`src/rtl/shift_pkg.sv`:
```
// Shared mode encoding and stage-partitioning helpers for the pipelined barrel shifter.
package shift_pkg;

  localparam int unsigned MODE_W = 3;

  localparam logic [MODE_W-1:0] SHIFT_SLL = 3'd0;
  localparam logic [MODE_W-1:0] SHIFT_SRL = 3'd1;
  localparam logic [MODE_W-1:0] SHIFT_SRA = 3'd2;
  localparam logic [MODE_W-1:0] SHIFT_ROL = 3'd3;
  localparam logic [MODE_W-1:0] SHIFT_ROR = 3'd4;

  function automatic logic is_legal_mode(input logic [MODE_W-1:0] mode);
    return mode <= SHIFT_ROR;
  endfunction

  // The first (levels % stages) stages each take one extra mux level.
  function automatic int unsigned stage_levels(input int unsigned levels,
                                               input int unsigned stages,
                                               input int unsigned s);
    return (levels / stages) + ((s < (levels % stages)) ? 32'd1 : 32'd0);
  endfunction

  function automatic int unsigned stage_first(input int unsigned levels,
                                              input int unsigned stages,
                                              input int unsigned s);
    return s * (levels / stages) + ((s < (levels % stages)) ? s : (levels % stages));
  endfunction

endpackage

```
`src/rtl/shift_level.sv`:
```
// One combinational barrel-shifter level: shifts or rotates by AMT when enabled.
module shift_level
  import shift_pkg::*;
#(
  parameter int unsigned WIDTH = 32,
  parameter int unsigned AMT   = 1
) (
  input  logic [WIDTH-1:0]  data,
  input  logic              en,
  input  logic [MODE_W-1:0] mode,
  output logic [WIDTH-1:0]  result
);

  always_comb begin
    result = data;
    if (en) begin
      case (mode)
        SHIFT_SLL: result = data << AMT;
        SHIFT_SRL: result = data >> AMT;
        SHIFT_SRA: result = WIDTH'($signed(data) >>> AMT);
        SHIFT_ROL: result = (data << AMT) | (data >> (WIDTH - AMT));
        SHIFT_ROR: result = (data >> AMT) | (data << (WIDTH - AMT));
        default:   result = data;
      endcase
    end
  end

endmodule

```
`src/rtl/pipelined_shifter.sv`:
```
// Pipelined barrel shifter: log2(WIDTH) shift levels split over PIPE_STAGES register stages
// behind a valid/ready handshake, carrying a writeback tag and an illegal-mode flag.
module pipelined_shifter
  import shift_pkg::*;
#(
  parameter  int unsigned WIDTH       = 32,
  parameter  int unsigned PIPE_STAGES = 2,
  parameter  int unsigned TAG_W       = 5,
  localparam int unsigned SHAMT_W     = $clog2(WIDTH)
) (
  input  logic               clock,
  input  logic               reset,
  input  logic               in_valid,
  output logic               in_ready,
  input  logic [WIDTH-1:0]   in_data,
  input  logic [SHAMT_W-1:0] in_shamt,
  input  logic [MODE_W-1:0]  in_mode,
  input  logic [TAG_W-1:0]   in_tag,
  output logic               out_valid,
  input  logic               out_ready,
  output logic [WIDTH-1:0]   out_data,
  output logic [TAG_W-1:0]   out_tag,
  output logic               out_err
);

  localparam int unsigned LEVELS = SHAMT_W;

  // sin_* is the input side of each stage, *_q its register.
  logic [WIDTH-1:0]   sin_data  [PIPE_STAGES];
  logic [SHAMT_W-1:0] sin_shamt [PIPE_STAGES];
  logic [MODE_W-1:0]  sin_mode  [PIPE_STAGES];
  logic [TAG_W-1:0]   sin_tag   [PIPE_STAGES];
  logic               sin_err   [PIPE_STAGES];
  logic               sin_valid [PIPE_STAGES];

  logic [WIDTH-1:0]   data_q    [PIPE_STAGES];
  logic [SHAMT_W-1:0] shamt_q   [PIPE_STAGES];
  logic [MODE_W-1:0]  mode_q    [PIPE_STAGES];
  logic [TAG_W-1:0]   tag_q     [PIPE_STAGES];
  logic               err_q     [PIPE_STAGES];
  logic               valid_q   [PIPE_STAGES];

  logic               can_load  [PIPE_STAGES];
  logic               drain;

  // A stage may capture when it is empty or its content moves on this cycle.
  always_comb begin
    drain = out_ready;
    for (int s = int'(PIPE_STAGES) - 1; s >= 0; s--) begin
      drain       = drain | !valid_q[s];
      can_load[s] = drain;
    end
  end

  assign in_ready = can_load[0] & reset;

  for (genvar s = 0; s < PIPE_STAGES; s++) begin : g_stage
    localparam int unsigned First = stage_first(LEVELS, PIPE_STAGES, s);
    localparam int unsigned Nl    = stage_levels(LEVELS, PIPE_STAGES, s);

    logic [WIDTH-1:0] chain [Nl+1];

    if (s == 0) begin : g_in
      assign sin_valid[s] = in_valid;
      assign sin_data[s]  = in_data;
      assign sin_shamt[s] = in_shamt;
      assign sin_mode[s]  = in_mode;
      assign sin_tag[s]   = in_tag;
      assign sin_err[s]   = !is_legal_mode(in_mode);
    end else begin : g_link
      assign sin_valid[s] = valid_q[s-1];
      assign sin_data[s]  = data_q[s-1];
      assign sin_shamt[s] = shamt_q[s-1];
      assign sin_mode[s]  = mode_q[s-1];
      assign sin_tag[s]   = tag_q[s-1];
      assign sin_err[s]   = err_q[s-1];
    end

    assign chain[0] = sin_data[s];

    for (genvar j = 0; j < Nl; j++) begin : g_level
      shift_level #(
        .WIDTH (WIDTH),
        .AMT   (1 << (First + j))
      ) u_level (
        .data   (chain[j]),
        .en     (sin_shamt[s][First+j]),
        .mode   (sin_mode[s]),
        .result (chain[j+1])
      );
    end

    always_ff @(posedge clock or negedge reset) begin
      if (!reset) begin
        valid_q[s] <= 1'b0;
        data_q[s]  <= '0;
        shamt_q[s] <= '0;
        mode_q[s]  <= '0;
        tag_q[s]   <= '0;
        err_q[s]   <= 1'b0;
      end else if (can_load[s]) begin
        valid_q[s] <= sin_valid[s];
        if (sin_valid[s]) begin
          data_q[s]  <= chain[Nl];
          shamt_q[s] <= sin_shamt[s];
          mode_q[s]  <= sin_mode[s];
          tag_q[s]   <= sin_tag[s];
          err_q[s]   <= sin_err[s];
        end
      end
    end
  end

  assign out_valid = valid_q[PIPE_STAGES-1];
  assign out_data  = data_q[PIPE_STAGES-1];
  assign out_tag   = tag_q[PIPE_STAGES-1];
  assign out_err   = err_q[PIPE_STAGES-1];

endmodule

```
`config.mk`:
```
export PLATFORM = sky130hd
export DESIGN_NAME = pipelined_shifter
export DESIGN_NICKNAME = d
export VERILOG_FILES = /design/src/rtl/shift_pkg.sv /design/src/rtl/shift_level.sv /design/src/rtl/pipelined_shifter.sv
export SDC_FILE = /design/constraint.sdc
export NUM_CORES = 1
export LEC_CHECK = 0
export CAP_MARGIN = 10
export CORE_MARGIN = 2
export CORE_UTILIZATION = 55
export CTS_CLUSTER_SIZE = 30
export DETAILED_ROUTE_END_ITERATION = 10
export PLACE_DENSITY = 0.87
export SYNTH_ARGS = -nofsm -noshare
export SYNTH_HDL_FRONTEND = slang
export SYNTH_SLANG_ARGS = --single-unit
```
`constraint.sdc`:
```
create_clock -name clock -period 2.8 [get_ports clock]
set_input_delay 0.42 -clock clock [delete_from_list [all_inputs] [get_ports clock]]
set_output_delay 0.42 -clock clock [all_outputs]
set_load 0.005 [all_outputs]
```
Yosys cells after proc, flatten, opt, wreduce, memory -nomap -nowiden. Index checks and enable logic that the tools add are counted.

Flip-flop bits (word level): 86. Input bits: 49. Output and inout port bits: 40. Word-level logic and storage cells: 49.

Order comparisons: 1. Equality and inequality tests: 8. Muxes and demuxes: 10. Bitwise gates (word level): 12. Reductions and logical operators: 8.

Operators by type and width (number): 32-bit one-hot mux with 5 select lines (4); 32-bit two-way mux (5); 32-bit one-hot mux with 4 select lines (1); 24-bit by 32-bit OR with 32-bit output (1); 28-bit by 32-bit OR with 32-bit output (1); 30-bit by 32-bit OR with 32-bit output (1); 31-bit by 32-bit OR with 32-bit output (1); 32-bit by 1-bit OR with 32-bit output (1); 32-bit by 16-bit OR with 32-bit output (1); 32-bit by 2-bit OR with 32-bit output (1); 32-bit by 4-bit OR with 32-bit output (1); 32-bit by 8-bit OR with 32-bit output (1); 3-bit by 2-bit equality test with 1-bit output, second input constant (4); 3-bit by 1-bit equality test with 1-bit output, second input constant (2); 3-bit equality test, second input constant (2); 3-bit logical NOT (2); 2-bit AND reduction (2); 3-bit <= comparator, second input constant (1); 1-bit logical NOT (3); 1-bit OR (2); 2-bit OR reduction (1); 1-bit bitwise AND (1).

Depth between registers and ports, before layout.
Depth in word-level cells: 9. Depth in mapped cells: 9. Depth with buffers taken out: 6.

Cells and area by module. Synthesis repeated with hierarchy kept, for this count alone.

Cells, all modules: 957. Area, all modules: 8720.9 um^2.

By module, submodules not included: pipelined_shifter (instances 1, cells an instance 213, area each 3654.8 um^2, sequential area each 2077.0 um^2); shift_level at g_stage[1].g_level[0].u_level (instances 1, cells an instance 161, area each 1121.1 um^2, sequential area each 0.0 um^2); shift_level at g_stage[0].g_level[2].u_level (instances 1, cells an instance 163, area each 1097.3 um^2, sequential area each 0.0 um^2); shift_level at g_stage[0].g_level[1].u_level (instances 1, cells an instance 164, area each 1087.3 um^2, sequential area each 0.0 um^2); shift_level at g_stage[0].g_level[0].u_level (instances 1, cells an instance 174, area each 1079.8 um^2, sequential area each 0.0 um^2); shift_level at g_stage[1].g_level[1].u_level (instances 1, cells an instance 82, area each 680.7 um^2, sequential area each 0.0 um^2).

Worst setup path after synthesis. No wires, ideal clock.

Path type: input to register. Start point: input port in_shamt[0]. End point: register data_q[46] (netlist name). Setup time: 125 ps. Arrival: 1977 ps. Data required time: 2675 ps. Setup slack: 697 ps. Stages on the path: 7. Buffers on the path: 3. Path through: buf_2 inv_1 buf_2 buf_1 mux4_2 a211oi_1 nor3_1.

Cells in the longest elaborated chain, start to end: 7. Elaborated cells on any way between the ends: 9. Classes of those cells: mux: 5; bitwise: 4.

Ends and longest elaborated chain: from (decl) (line pipelined_shifter.sv:16) `input logic [SHAMT_W-1:0] in_shamt,`; 32-bit two-way mux (*) (line shift_level.sv:16) `if (en) begin`; 30-bit by 32-bit OR with 32-bit output / 32-bit by 2-bit OR with 32-bit output (equally long branches) (line shift_level.sv:22, shift_level.sv:21); 32-bit one-hot mux with 5 select lines (line shift_level.sv:17) `case (mode)`; 32-bit two-way mux (*) (line shift_level.sv:16); 28-bit by 32-bit OR with 32-bit output / 32-bit by 4-bit OR with 32-bit output (equally long branches) (line shift_level.sv:22, shift_level.sv:21); 32-bit one-hot mux with 5 select lines (line shift_level.sv:17); 32-bit two-way mux (*) (line shift_level.sv:16); to (signal, indexed assignment) (line pipelined_shifter.sv:104) `data_q[s] <= chain[Nl];`; to (decl) (line pipelined_shifter.sv:36) `logic [WIDTH-1:0] data_q [PIPE_STAGES];`.

Every way passes the cells marked *; elsewhere a longest branch is shown, timed or not. A chain may end at the register's enable or synchronous reset.

Worst setup path in the final report.
Start point: input port in_mode[0]. End point: register data_q[54] (netlist name).

Cells in the longest elaborated chain, start to end: 9. Elaborated cells on any way between the ends: 15. Classes of those cells: eq/ne: 4; mux: 6; bitwise: 4; reduce/logical: 1.

Ends and longest elaborated chain: from (decl) (line pipelined_shifter.sv:17) `input logic [MODE_W-1:0] in_mode,`; 3-bit equality test, or another cell as far along (line shift_level.sv:17); 32-bit one-hot mux with 5 select lines (line shift_level.sv:17); 32-bit two-way mux (line shift_level.sv:16); 30-bit by 32-bit OR with 32-bit output / 32-bit by 2-bit OR with 32-bit output (equally long branches) (line shift_level.sv:22, shift_level.sv:21); 32-bit one-hot mux with 5 select lines (line shift_level.sv:17); 32-bit two-way mux (line shift_level.sv:16); 28-bit by 32-bit OR with 32-bit output / 32-bit by 4-bit OR with 32-bit output (equally long branches) (line shift_level.sv:22, shift_level.sv:21); 32-bit one-hot mux with 5 select lines (line shift_level.sv:17); 32-bit two-way mux (*) (line shift_level.sv:16).

Marks and branches as above.

==> flow_summary.ini <==
[run_status]
status = completed

[timing]
worst_slack_ps = 32.15
final.period_utilization = 0.9885
final-hold-violation-count = 0
setup_tns_ps = 0
finalClockSkew_ps = 9.606
rsz0062_at_grt = false
post-route-min-period_ps = 2768
final_max_slew_viol_count = 0
finalSetupViolCount = 0
fmax_mhz = 361.3
tightest_slew_ps = 1240
slew-limit-headroom = 0.1675

[global_routing]
grt_max_degree = 69
first_global_vias = 9537
grtUsageTotal = 0.4376
antenna_found_initial = 0
overflow = 0
grt_pass1_wl_mm = 54.42

[power]
ir_drop_v = 0.0002794
p_sw_mw = 2.217
power_frac_seq = 0.325
power_mw = 5.581
swShare = 0.3972
combPwrFrac = 0.466
p_per_area_nw_per_um2 = 543.3
clkPwrFrac = 0.209
leakagePower_nw = 4.221
cellInternalPower_mw = 3.364

[logic_synthesis]
syn_inst = 1060
synth_fp_nets = 1109
ys_async_sr_fraction = 1.000
seq_area_frac_synth = 0.2572
yosys_register_bits = 83
syn_area_per_cell_um2 = 7.619
ys_types = 87
synth_area_um2 = 8076
synth_edf_count = 0
yosys_warnings = 0
synth_ff_type = dfrtp_1

[drt]
wl_per_cell_um = 24.93
vias = 9859
ant_nets = 0
vias_per_cell = 7.103
drc_errors = 0
wl_mm = 34.61
drtIter0Drc = 1741
drtPass1Iterations = 7

[final_layout]
final_common_cell = buf_4
area_growth_pct = 27.17
drive_above_1_share = 0.2101
n_antenna_cell = 0
utilization = 0.7121
final_area_um2 = 10270
final_nets = 1248
mostFrequentLayoutCells = 172 x buf_4, 146 x nor2_1, 112 x nand2_1, 85 x clkdlybuf4s50_1, 84 x a21oi_1

[die]
ios = 89
start_util = 0.5599
die_x_um = 125.2
core_um2 = 14420
rows = 44
die_y_um = 125.2
die_area_um2 = 15670

[placement]
dpl_cell_area_um2 = 9927
dp_hpwl_mm = 26.12
pre_cts_ws_ps = -295.5
portBuffers = 88
place_congestion = 1.062

[critical_path]
start_kind = input pin
cp.arrival_ps = 3000
required_ps = 3030
path_class = in -> reg
path_max_fanout = 21
end_kind = register

[clock_tree]
clk_latency_ps = 340
tritoncts = done
clock_path_buffers = 2
cts_max_level = 3
cts_buffers = 9
cts.sinks = 83
clkTransAtPathRegs_ps = 70
clock-root-buffer = clkbuf_16

[worst_hold_path]
min_path_type = in -> async

[run]
maxCapViolations = 0
==> per-layer routing <==
layer | global-route usage | wire length, um
met5 | 0 | 0
met4 | 0.2353 | 2112
met3 | 0.08729 | 4120
met2 | 0.6947 | 15550
met1 | 0.5638 | 12820
==> worst max-delay path, cell delays in order <==
cell and delay, ps:
clkdlybuf4s50_1 560, buf_4 280, nor4b_1 600, buf_4 210
a221o_1 160, a31oi_2 70, buf_4 170, mux2i_1 190
o21ai_0 100, a211o_1 230
==> flip-flops by register name (all words and copies together), names as in the netlist <==
register,count
data_q,32
err_q,1
mode_q,3
out_data,32
out_err,1
out_tag,5
out_valid,1
shamt_q,2
sin_tag,5
sin_valid,1
==> area by class of cell <==
class / count / area [um^2]
Sequential cell: 83 / 2077
Inverter: 9 / 33.78
Clock inverter: 6 / 48.80
Clock buffer: 10 / 239.0
Timing Repair Buffer: 268 / 2330
Fill cell: 1159 / 4153
Multi-Input combinational cell: 828 / 5313
Tap cell: 184 / 230.2
==> metrics by stage <==
step / cells / hold WS [ps]
finish: 1388 / 475.5
global route: 1388 / 488.6
CTS: 1388 / 473.9
detailed placement: 1371 / 286.4
global placement: 1371 / 286.7
floorplan: 1060 / 124.4
==> path summary, 6_finish.rpt <==
| path | from | slack (ps) | cells after the start | to |
|---|---|---|---|---|
| max reg2reg | mode_q[4] | 540 | 7 | out_data[1] |
| min reg2reg | err_q[1] | 480 | 2 | out_err |
| max in group asynchronous | reset | 1210 | 3 | data_q[38] |
| min in group clock | err_q[1] | 480 | 2 | out_err |
| min | reset | 480 | 2 | sin_tag[1] |
| max | in_mode[0] | 30 | 10 | data_q[54] |
==> cells by family after synthesis <==
logic type | Yosys count | share of synthesized area
flip-flops | 83 | 0.2572
buffers and inverters | 149 | 0.09140
AND/OR/NAND/NOR | 373 | 0.2098
AO/OA/AOI/OAI | 393 | 0.3524
XOR/XNOR | 3 | 0.004184
multiplexers | 59 | 0.08505
==> cell usage after synthesis, types with 5 or more instances <==
library cell  count  area (um^2)
nor2_1          147        551.8
nand2_1         112        420.4
a21oi_1          84        420.4
dfrtp_1          83         2077
clkbuf_1         63        236.5
mux2i_1          36        360.4
buf_4            35        262.8
a221oi_1         33        289.0
o21ai_0          33        165.2
buf_2            32        160.2
o22ai_1          28        175.2
nor3_1           25        125.1
a31oi_1          24        150.1
o211ai_1         24        180.2
o21ai_1          17        85.08
mux2_2           16        180.2
a221o_1          15        150.1
nand3_1          15        75.07
a211oi_1         14        105.1
a22oi_1          13        97.59
nor2b_1          11        68.82
o221ai_1         11        96.34
or3_1            10        62.56
buf_1             9        33.78
inv_1             9        33.78
and2_1            8        50.05
a211o_1           7        61.31
nand2b_1          7        43.79
o21bai_1          7        52.55
o221a_2           7        78.83
or4b_1            7        70.07
mux4_2            6        135.1
o211a_1           6        60.06
nor4b_1           5        43.79
o21a_1            5        37.54
==> power groups by stage <==
stage | sequential, mW | combinational [mW] | clock [mW]
after global placement | 1.80 | 2.46 | 0
after global routing | 1.85 | 2.76 | 1.23
final | 1.81 | 2.60 | 1.17
after floorplan | 1.69 | 1.60 | 0
after detailed placement | 1.82 | 2.51 | 0
after CTS | 1.80 | 2.53 | 1.16
==> repair_timing <==
action                                 4_1_cts  5_1_grt
setup endpoints to repair                    0       18
hold buffers                                 1        0
setup buffers                                0        0
resized for setup                            0       11
endpoints found under the hold margin       15        0
Power figures use the tool's default switching activity.
